[src/rtl/uart_pkg.sv]
// Shared definitions for the UART transmit path: arbiter states, owner codes
// and the default byte driven while nobody owns the channel.
package uart_pkg;

  typedef enum logic [1:0] {
    ST_IDLE = 2'd0,
    ST_HOLD = 2'd1,
    ST_GAP  = 2'd2
  } arb_state_e;

  localparam logic [1:0] OWNER_NONE = 2'd0;
  localparam logic [1:0] OWNER_GS   = 2'd1;
  localparam logic [1:0] OWNER_SC   = 2'd2;
  localparam logic [1:0] OWNER_MN   = 2'd3;

  localparam logic [7:0] IDLE_BYTE_DEFAULT = 8'h00;

  // Completion pulse pattern for an owner, ordered {gs, sc, mn}.
  function automatic logic [2:0] owner_done_mask(input logic [1:0] who);
    logic [2:0] mask;
    mask = 3'b000;
    case (who)
      OWNER_GS: mask = 3'b100;
      OWNER_SC: mask = 3'b010;
      OWNER_MN: mask = 3'b001;
      default:  mask = 3'b000;
    endcase
    return mask;
  endfunction

endpackage

[src/rtl/rr_pick2.sv]
// Two-way round-robin chooser; the last-served flag only moves when the
// caller reports a completed transfer.
module rr_pick2 (
  input  logic clock,
  input  logic reset_n,
  input  logic req_a_i,
  input  logic req_b_i,
  input  logic update_i,
  input  logic served_b_i,
  output logic grant_a_o,
  output logic grant_b_o
);

  logic last_b_q;
  logic last_b_d;

  // Side A wins a tie whenever side B was served last.
  always_comb begin
    grant_a_o = req_a_i && (!req_b_i || last_b_q);
    grant_b_o = req_b_i && !grant_a_o;
  end

  always_comb begin
    last_b_d = last_b_q;
    if (update_i) begin
      last_b_d = served_b_i;
    end
  end

  always_ff @(posedge clock) begin
    if (!reset_n) begin
      last_b_q <= 1'b1;
    end else begin
      last_b_q <= last_b_d;
    end
  end

endmodule

[src/rtl/uart_tx_arbiter.sv]
// Shares the UART transmit byte channel among game-state, script-executor and
// manual requesters: one byte at a time, held until sent, then a guard gap.
module uart_tx_arbiter
  import uart_pkg::*;
#(
  parameter int         GAP_CYCLES     = 16,
  parameter int         TIMEOUT_CYCLES = 4096,
  parameter logic [7:0] IDLE_BYTE      = IDLE_BYTE_DEFAULT
) (
  input  logic       clock,
  input  logic       reset_n,
  input  logic       script_mode,
  input  logic       gs_req,
  input  logic [7:0] gs_bits,
  input  logic       sc_req,
  input  logic [7:0] sc_bits,
  input  logic       mn_req,
  input  logic [7:0] mn_bits,
  input  logic       tx_ready,
  output logic [7:0] tx_bits,
  output logic       gs_done,
  output logic       sc_done,
  output logic       mn_done,
  output logic       busy,
  output logic       timeout_err,
  output logic [1:0] owner
);

  localparam int TW = $clog2(TIMEOUT_CYCLES) + 1;
  localparam int GW = $clog2(GAP_CYCLES) + 1;
  localparam logic [TW-1:0] TIMER_LAST = TW'(TIMEOUT_CYCLES - 1);
  // A zero-length gap still spends one cycle in GAP before returning to IDLE.
  localparam logic [GW-1:0] GAP_LOAD = (GAP_CYCLES > 0) ? GW'(GAP_CYCLES - 1) : '0;

  arb_state_e    state_q;
  logic [7:0]    tx_bits_q;
  logic [1:0]    owner_q;
  logic          busy_q;
  logic          timeout_err_q;
  logic [2:0]    done_q;
  logic [TW-1:0] timer_q;
  logic [GW-1:0] gap_q;

  logic       sc_win;
  logic       mn_win;
  logic       rr_update;
  logic       rr_served_mn;
  logic [1:0] grant_owner;
  logic [7:0] grant_bits;

  assign rr_update    = (state_q == ST_HOLD) && tx_ready &&
                        ((owner_q == OWNER_SC) || (owner_q == OWNER_MN));
  assign rr_served_mn = (owner_q == OWNER_MN);

  rr_pick2 u_rr (
    .clock      (clock),
    .reset_n    (reset_n),
    .req_a_i    (sc_req),
    .req_b_i    (mn_req),
    .update_i   (rr_update),
    .served_b_i (rr_served_mn),
    .grant_a_o  (sc_win),
    .grant_b_o  (mn_win)
  );

  // Game-state traffic always pre-empts the round-robin pair.
  always_comb begin
    grant_owner = OWNER_NONE;
    grant_bits  = IDLE_BYTE;
    if (gs_req) begin
      grant_owner = OWNER_GS;
      grant_bits  = gs_bits;
    end else if (sc_win) begin
      grant_owner = OWNER_SC;
      grant_bits  = sc_bits;
    end else if (mn_win) begin
      grant_owner = OWNER_MN;
      grant_bits  = mn_bits;
    end
  end

  always_ff @(posedge clock) begin
    if (!reset_n) begin
      state_q       <= ST_IDLE;
      tx_bits_q     <= IDLE_BYTE;
      owner_q       <= OWNER_NONE;
      busy_q        <= 1'b0;
      timeout_err_q <= 1'b0;
      done_q        <= 3'b000;
      timer_q       <= '0;
      gap_q         <= '0;
    end else begin
      done_q <= 3'b000;
      case (state_q)
        ST_IDLE: begin
          if (!script_mode && (grant_owner != OWNER_NONE)) begin
            state_q   <= ST_HOLD;
            owner_q   <= grant_owner;
            tx_bits_q <= grant_bits;
            timer_q   <= '0;
            busy_q    <= 1'b1;
          end
        end
        ST_HOLD: begin
          // A ready pulse on the expiry cycle still counts as a delivered byte.
          if (tx_ready || (timer_q == TIMER_LAST)) begin
            if (tx_ready) begin
              done_q <= owner_done_mask(owner_q);
            end else begin
              timeout_err_q <= 1'b1;
            end
            state_q   <= ST_GAP;
            gap_q     <= GAP_LOAD;
            owner_q   <= OWNER_NONE;
            tx_bits_q <= IDLE_BYTE;
          end else begin
            timer_q <= timer_q + TW'(1);
          end
        end
        ST_GAP: begin
          if (gap_q == '0) begin
            state_q <= ST_IDLE;
            busy_q  <= 1'b0;
          end else begin
            gap_q <= gap_q - GW'(1);
          end
        end
        default: begin
          state_q   <= ST_IDLE;
          owner_q   <= OWNER_NONE;
          tx_bits_q <= IDLE_BYTE;
          busy_q    <= 1'b0;
        end
      endcase
    end
  end

  assign tx_bits     = tx_bits_q;
  assign owner       = owner_q;
  assign busy        = busy_q;
  assign timeout_err = timeout_err_q;
  assign gs_done     = done_q[2];
  assign sc_done     = done_q[1];
  assign mn_done     = done_q[0];

endmodule

[config.mk]
export PLATFORM = sky130hd
export DESIGN_NAME = uart_tx_arbiter
export DESIGN_NICKNAME = d
export VERILOG_FILES = /design/src/rtl/uart_pkg.sv /design/src/rtl/rr_pick2.sv /design/src/rtl/uart_tx_arbiter.sv
export SDC_FILE = /design/constraint.sdc
export NUM_CORES = 1
export LEC_CHECK = 0
export BUFFER_PORTS_ARGS = -buffer_cell sky130_fd_sc_hd__buf_2
export CAP_MARGIN = 30
export CORE_MARGIN = 8
export CORE_UTILIZATION = 57
export DETAILED_ROUTE_END_ITERATION = 8
export GPL_TIMING_DRIVEN = 0
export HOLD_SLACK_MARGIN = 0.15
export PLACE_DENSITY = 0.84
export SLEW_MARGIN = 15
export SYNTH_ARGS = -nofsm -noshare
export SYNTH_HDL_FRONTEND = slang
export SYNTH_SLANG_ARGS = --single-unit
[constraint.sdc]
create_clock -name clock -period 3.2 [get_ports clock]
set_clock_uncertainty 0.1 [all_clocks]
set_input_delay 0.32 -clock clock [delete_from_list [all_inputs] [get_ports clock]]
set_output_delay 0.32 -clock clock [all_outputs]
set_load 0.005 [all_outputs]
==> summary.md, run 1 <==
| Metric | Value |
|---|---|
| Worst EP required | `3.36 ns` |
| Total Power | `910 µW` |
| Status | `finished, final reports clean` |
| Max-Cap Viols | `0` |
| Yosys top cell by area | `dfxtp_1` |
| Hold_sp | `tx_ready` |
| Post-synthesis register bit count | `36` |
| Total grt overflow | `0` |
| Setup crit end kind | `flip-flop` |
| DP Wirelength | `3660 µm` |
| FF-to-FF path depth | `5` |
| Worst-path clk slew | `0.12 ns` |
| Vias | `1918` |
| Count of cell types in the netlist | `47` |
| PortBufs | `44` |
| Routed WL per cell | `15.1 µm` |
| Router iterations before antenna repair | `4` |
| P&R area growth vs syn | `17.7%` |
| H-tree level count | `2` |
| Cell Area, Placed | `2200 µm²` |
| Die X | `74.0 µm` |
| Number of DRC markers in iteration 0 | `138` |
| Clock buffer depth | `2` |
| Syn Nets | `262` |
| Maximum VDD drop | `0.000295 V` |
| CTS sink cnt | `36` |
| Core area | `3280 µm²` |
| Post-synth EDFFs | `0` |
| Die area | `5480 µm²` |
| Hold_buf cts | `0` |
| GRT Util Overall | `0.187` |
| Pwr dens | `403 nW/µm²` |
| Num rows | `21` |
| Top Layer Used | `met4` |
| DRC errors left | `0` |
| Most used flip-flop cell after synthesis | `dfxtp_1` |
| Slew HR | `0.542` |
| Worst setup SP type | `flip-flop` |
| RR Startpoint | `timer_q[0]` |
| CP startpoint | `timer_q[0]` |
| Ant diodes | `0` |
| Worst slew pin tran | `0.685 ns` |
| PostCTS Resize Cnt | `0` |
| Hold endpoint | `done_q[1]` |
| Skew-Pair Late Insertion Delay | `0.36 ns` |
| First-pass GRT wire length | `8070 µm` |
| CP peak stage delay | `0.51 ns` |
| Vias per cell | `5.87` |
| Layout cells sized above 1 | `0.224` |
| Synth Cell Area | `1920 µm²` |
| TritonCTS clock tree | `done` |
| Post-CTS Setup Bufs | `0` |
| CP max FO | `6` |
| Met2 WL | `2520 µm` |
| Sequential share of the synthesized area | `0.375` |
| Initial Util | `0.584` |
| RePlAce Congestion | `0.884` |
| WL met1 | `2100 µm` |
| WP data arrival | `2.28 ns` |
| Pleak | `0.000973 µW` |
| Critical path, cell by cell | `ha_1 > and3_1 > a41oi_1 > nand2_1 > a31o_2` |
| Setup TNS Final | `0 ns` |
| Max frequency | `474 MHz` |
| Yosys top cell area share | `0.375` |
| Synth top area cells | `dfxtp_1, mux2i_1, nand2_1` |
| # IOs | `46` |
| Final nets | `313` |
| Fin crit share | `0.660` |
| Finish-stage setup viols | `0` |
| Reg-to-Reg End | `timer_q[10]` |
| Detail Route Antenna Nets | `0` |
| Crit-path slowest cell | `a41oi_1` |
| Drt total wl | `4930 µm` |
| Pin count of the biggest net entering global routing | `12` |
| HP Class | `primary input to flip-flop` |
| Post-synthesis cell count | `229` |
| Hold Vio Cnt, Final | `0` |
| Tmin final | `2.11 ns` |
| Reg2Reg Setup Slack | `1.09 ns` |
| RSZ-0062 raised after global routing | `no` |
| WHS Path Cells | `3` |
| Routed wl met3 | `239 µm` |
| Mean post-synth cell area | `8.38 µm²` |
| Post-synth top cells | `dfxtp_1, nand2_1, a21oi_1, o21ai_0, inv_1` |
| CTS root buffer | `clkbuf_4` |
| Fin area | `2260 µm²` |
| CTS buffer count | `5` |
| Chip height | `74.0 µm` |
| Vias in the first global route | `1815` |
| Most frequent cell after synthesis | `dfxtp_1` |
| Initial antenna violation count | `0` |
| Slew Viols, Final | `0` |
| Kind of critical path | `flip-flop to flip-flop` |
| Util after Layout | `0.688` |
| Post-synth ARST share | `0` |
| YS warnings | `0` |
-- routing by layer --
layer  vias to the layer above  GRT usage
met5                         -          0
met4                         0     0.0687
met3                         6     0.0539
met2                        41      0.310
met1                       915      0.223
li1                        956          -
-- through the flow --
| stage | setup slack, ns | std cells | hold WS (ns) |
|---|---|---|---|
| after floorplan | 1.44 | 229 | 0.332 |
| after global placement | 1.10 | 319 | 0.334 |
| after detailed placement | 1.14 | 319 | 0.351 |
| after CTS | 1.13 | 327 | 0.154 |
| after global routing | 0.994 | 327 | 0.183 |
| final | 1.09 | 327 | 0.163 |
-- cells by family after synthesis --
kind of cell / after synthesis / synth area share
AO/OA/AOI/OAI: 63 / 0.231
XOR/XNOR: 1 / 0.00456
adder cells (fa/ha/maj): 2 / 0.0130
buffers and inverters: 28 / 0.0613
flip-flops: 36 / 0.375
multiplexers: 13 / 0.0685
AND/OR/NAND/NOR: 86 / 0.246
-- registers in the layout (all words and copies together), names as in the netlist --
register / flops
state_q: 2
tx_bits: 8
done_q: 3
timeout_err: 1
timer_q: 13
u_rr.last_b_q: 1
busy: 1
gap_q: 5
owner: 2
-- worst max path at each step --
stage / end / slack (ns) / cells after the start
detailed placement: timer_q[10] / 1.14 / 5
CTS: timer_q[10] / 1.13 / 5
floorplan: timer_q[5] / 1.44 / 5
finish: timer_q[10] / 1.09 / 5
global placement: timer_q[6] / 1.10 / 5
global route: timer_q[10] / 0.99 / 5
-- critical path, delay by kind of cell (launching register included) --
| family | cells | cell delay, ns |
|---|---|---|
| compound gates | 2 | 0.80 |
| fa+ha+maj | 1 | 0.25 |
| flops | 1 | 0.38 |
| simple gates | 2 | 0.49 |
-- area by class of cell --
| type | count | area, µm² |
|---|---|---|
| plain buffers | 15 | 68.8 |
| clock buffers | 6 | 51.3 |
| clock inverters | 2 | 10.0 |
| fillers | 307 | 1030 |
| inverters | 13 | 48.8 |
| multi-input cells | 165 | 1080 |
| flip-flops and latches | 36 | 721 |
| well taps | 46 | 57.6 |
| repair buffers | 44 | 220 |
-- cell usage in the layout (no fill, tap or decap), types with 6 or more instances in the layout --
master	instances
buf_2	48
mux2i_1	12
nand3_1	12
a21oi_1	14
clkbuf_1	6
inv_1	13
nand2_1	23
nor2_1	9
nand2b_1	9
a32o_1	8
o21ai_0	14
dfxtp_1	36
-- where the power goes --
part           leakage (µW)  switching, µW  internal (µW)  total, µW
Combinational      0.000643           93.6           73.2        167
Sequential         0.000293           13.4            469        482
Clock             0.0000380            156            104        261
Total              0.000973            263            647        910
Power figures use the tool's default switching activity.
==> inputs of run 2 (changes only) <==
- CORE_UTILIZATION: 57 -> 48
- PLACE_DENSITY: 0.84 -> 0.76
- clock period: 3.2 -> 1.8 ns (I/O delays scaled with it)
==> run 2 against run 1 <==
The run now ends with negative setup slack left. Register-to-register slack worse by 1.1 ns. Clock-buffer cell count up 2. Non-clock buffer count up 7. Sequential power up 78%. Core utilization down 6.5 points.
==> summary.md, run 2 (synthesized netlist as in run 1, its figures left out) <==
| Metric | Value |
|---|---|
| Die area | `6280 µm²` |
| Vias in the first global route | `1734` |
| Pwr dens | `728 nW/µm²` |
| Max frequency | `545 MHz` |
| Tmin final | `1.84 ns` |
| Initial antenna violation count | `0` |
| Vias per cell | `5.84` |
| Slew HR | `0.530` |
| Crit. path cell count | `5` |
| Ant diodes | `0` |
| Buffers and inverters on the worst path | `0` |
| Number of DRC markers in iteration 0 | `201` |
| Total Power | `1770 µW` |
| Final nets | `320` |
| Router iterations before antenna repair | `4` |
| RePlAce Congestion | `0.923` |
| Chip height | `79.2 µm` |
| Most flop-heavy register | `timer_q` |
| Worst EP required | `1.92 ns` |
| FF-to-FF path depth | `5` |
| Status | `complete, but fails checks` |
| CTS root buffer | `clkbuf_8` |
| Most frequent cells in the layout | `buf_2, dfxtp_1, nand2_1` |
| Maximum VDD drop | `0.000511 V` |
| CTS sink cnt | `36` |
| WP data arrival | `1.95 ns` |
| Worst-path clk slew | `0.07 ns` |
| First-pass GRT wire length | `8180 µm` |
| Pin count of the biggest net entering global routing | `11` |
| Drt total wl | `5320 µm` |
| H-tree level count | `2` |
| GRT Util Overall | `0.160` |
| TritonCTS clock tree | `done` |
| RSZ-0062 raised after global routing | `yes` |
| Total grt overflow | `0` |
| Kind of critical path | `flip-flop to flip-flop` |
| DP Wirelength | `3610 µm` |
| PortBufs | `44` |
| Max reg flops | `13` |
| CP peak stage delay | `0.49 ns` |
| Hold Vio Cnt, Final | `0` |
| Crit-path leading delay family | `simple AND/OR/NAND/NOR gates` |
| Max-Cap Viols | `0` |
| DRC errors left | `0` |
| Setup crit end kind | `flip-flop` |
| Crit-path slowest cell | `or4_1` |
| # IOs | `46` |
| P&R area growth vs syn | `27.0%` |
| Worst slew pin tran | `0.704 ns` |
| Finish-stage setup viols | `1` |
| Layout cells sized above 1 | `0.271` |
| Skew-Pair Late Insertion Delay | `0.29 ns` |
| CTS buffer count | `5` |
| Detail Route Antenna Nets | `0` |
| Final setup margin | `-0.0364 ns` |
| Initial Util | `0.490` |
| HP Class | `primary input to flip-flop` |
| Fin crit share | `1.02` |
| WHS Path Cells | `5` |
| Die X | `79.2 µm` |
| Routed WL per cell | `15.8 µm` |
| Num rows | `23` |
| Worst setup SP type | `flip-flop` |
| Failing checks | `negative setup slack` |
| CP max FO | `7` |
| Vias | `1973` |
| Pleak | `0.00102 µW` |
| Commonest non-fill, non-tap cell in the layout | `buf_2` |
| Worst hold slack | `0.153 ns` |
| Slew Viols, Final | `0` |
| Core area | `3910 µm²` |
| Critical path, cell by cell | `ha_4 > and3_4 > a41o_4 > or4_1 > a21oi_1` |
| Clock buffer depth | `2` |
run 2: cell types whose count changed in the layout (fill, tap and decap cells not counted), sizes merged:
cell	change
clkbuf	+2
dlygate4sd3	+3
clkinv	-2
buf	+4
run 2: cell type report:
class,instances,area (µm²)
repair buffers,51,280
flip-flops and latches,36,728
fillers,361,1480
plain buffers,15,75.1
well taps,50,62.6
inverters,13,48.8
clock buffers,8,90.1
multi-input cells,165,1150
run 2: per-stage QoR:
stage / instances / TNS (ns) / setup WS (ns) / instance area, µm² / util
global route: 338 / -0.135 / -0.0346 / 2440 / 0.623
global placement: 323 / -2.28 / -0.265 / 2200 / 0.563
detailed placement: 323 / -2.57 / -0.284 / 2200 / 0.563
CTS: 335 / 0 / 0.0237 / 2380 / 0.607
floorplan: 229 / 0 / 0.0439 / 1920 / -
finish: 338 / -0.0364 / -0.0364 / 2440 / 0.623
run 2: tightest hold or removal path: cells and delay by family:
kind            cells  cell delay, ns
mux                 1            0.06
buf+inv             2            0.14
compound gates      2            0.11
run 2: power by group:
group / switching [µW] / leakage (µW) / total [µW] / internal [µW]
clock network: 277 / 0.0000455 / 589 / 312
logic: 180 / 0.000682 / 328 / 148
registers: 24.9 / 0.000294 / 857 / 832
run 2: worst paths after layout:
check	start	endpoint	slack [ns]
worst min register to register	timeout_err	timeout_err	0.35
worst max-delay path	timer_q[1]	timer_q[5]	-0.04
worst max register to register	timer_q[1]	timer_q[5]	-0.04
worst min-delay path	gs_bits[0]	tx_bits[0]	0.15
run 2: repair_timing:
item                                    in CTS  in global routing
hold buffers                                 3                  0
cloned                                       1                  0
endpoints found under the setup margin      24                 19
setup buffers                                0                  3
gates resized for setup                     14                 10
pin swaps                                    0                  4
hold endpoints to repair                     4                  0
run 2: layer usage:
metal | wire (µm) | vias to the layer above | GRT usage
met1 | 2350 | 930 | 0.204
met3 | 286 | 4 | 0.0440
met5 | 0 | - | 0
met2 | 2660 | 68 | 0.252
li1 | - | 971 | -
met4 | 21 | 0 | 0.0537
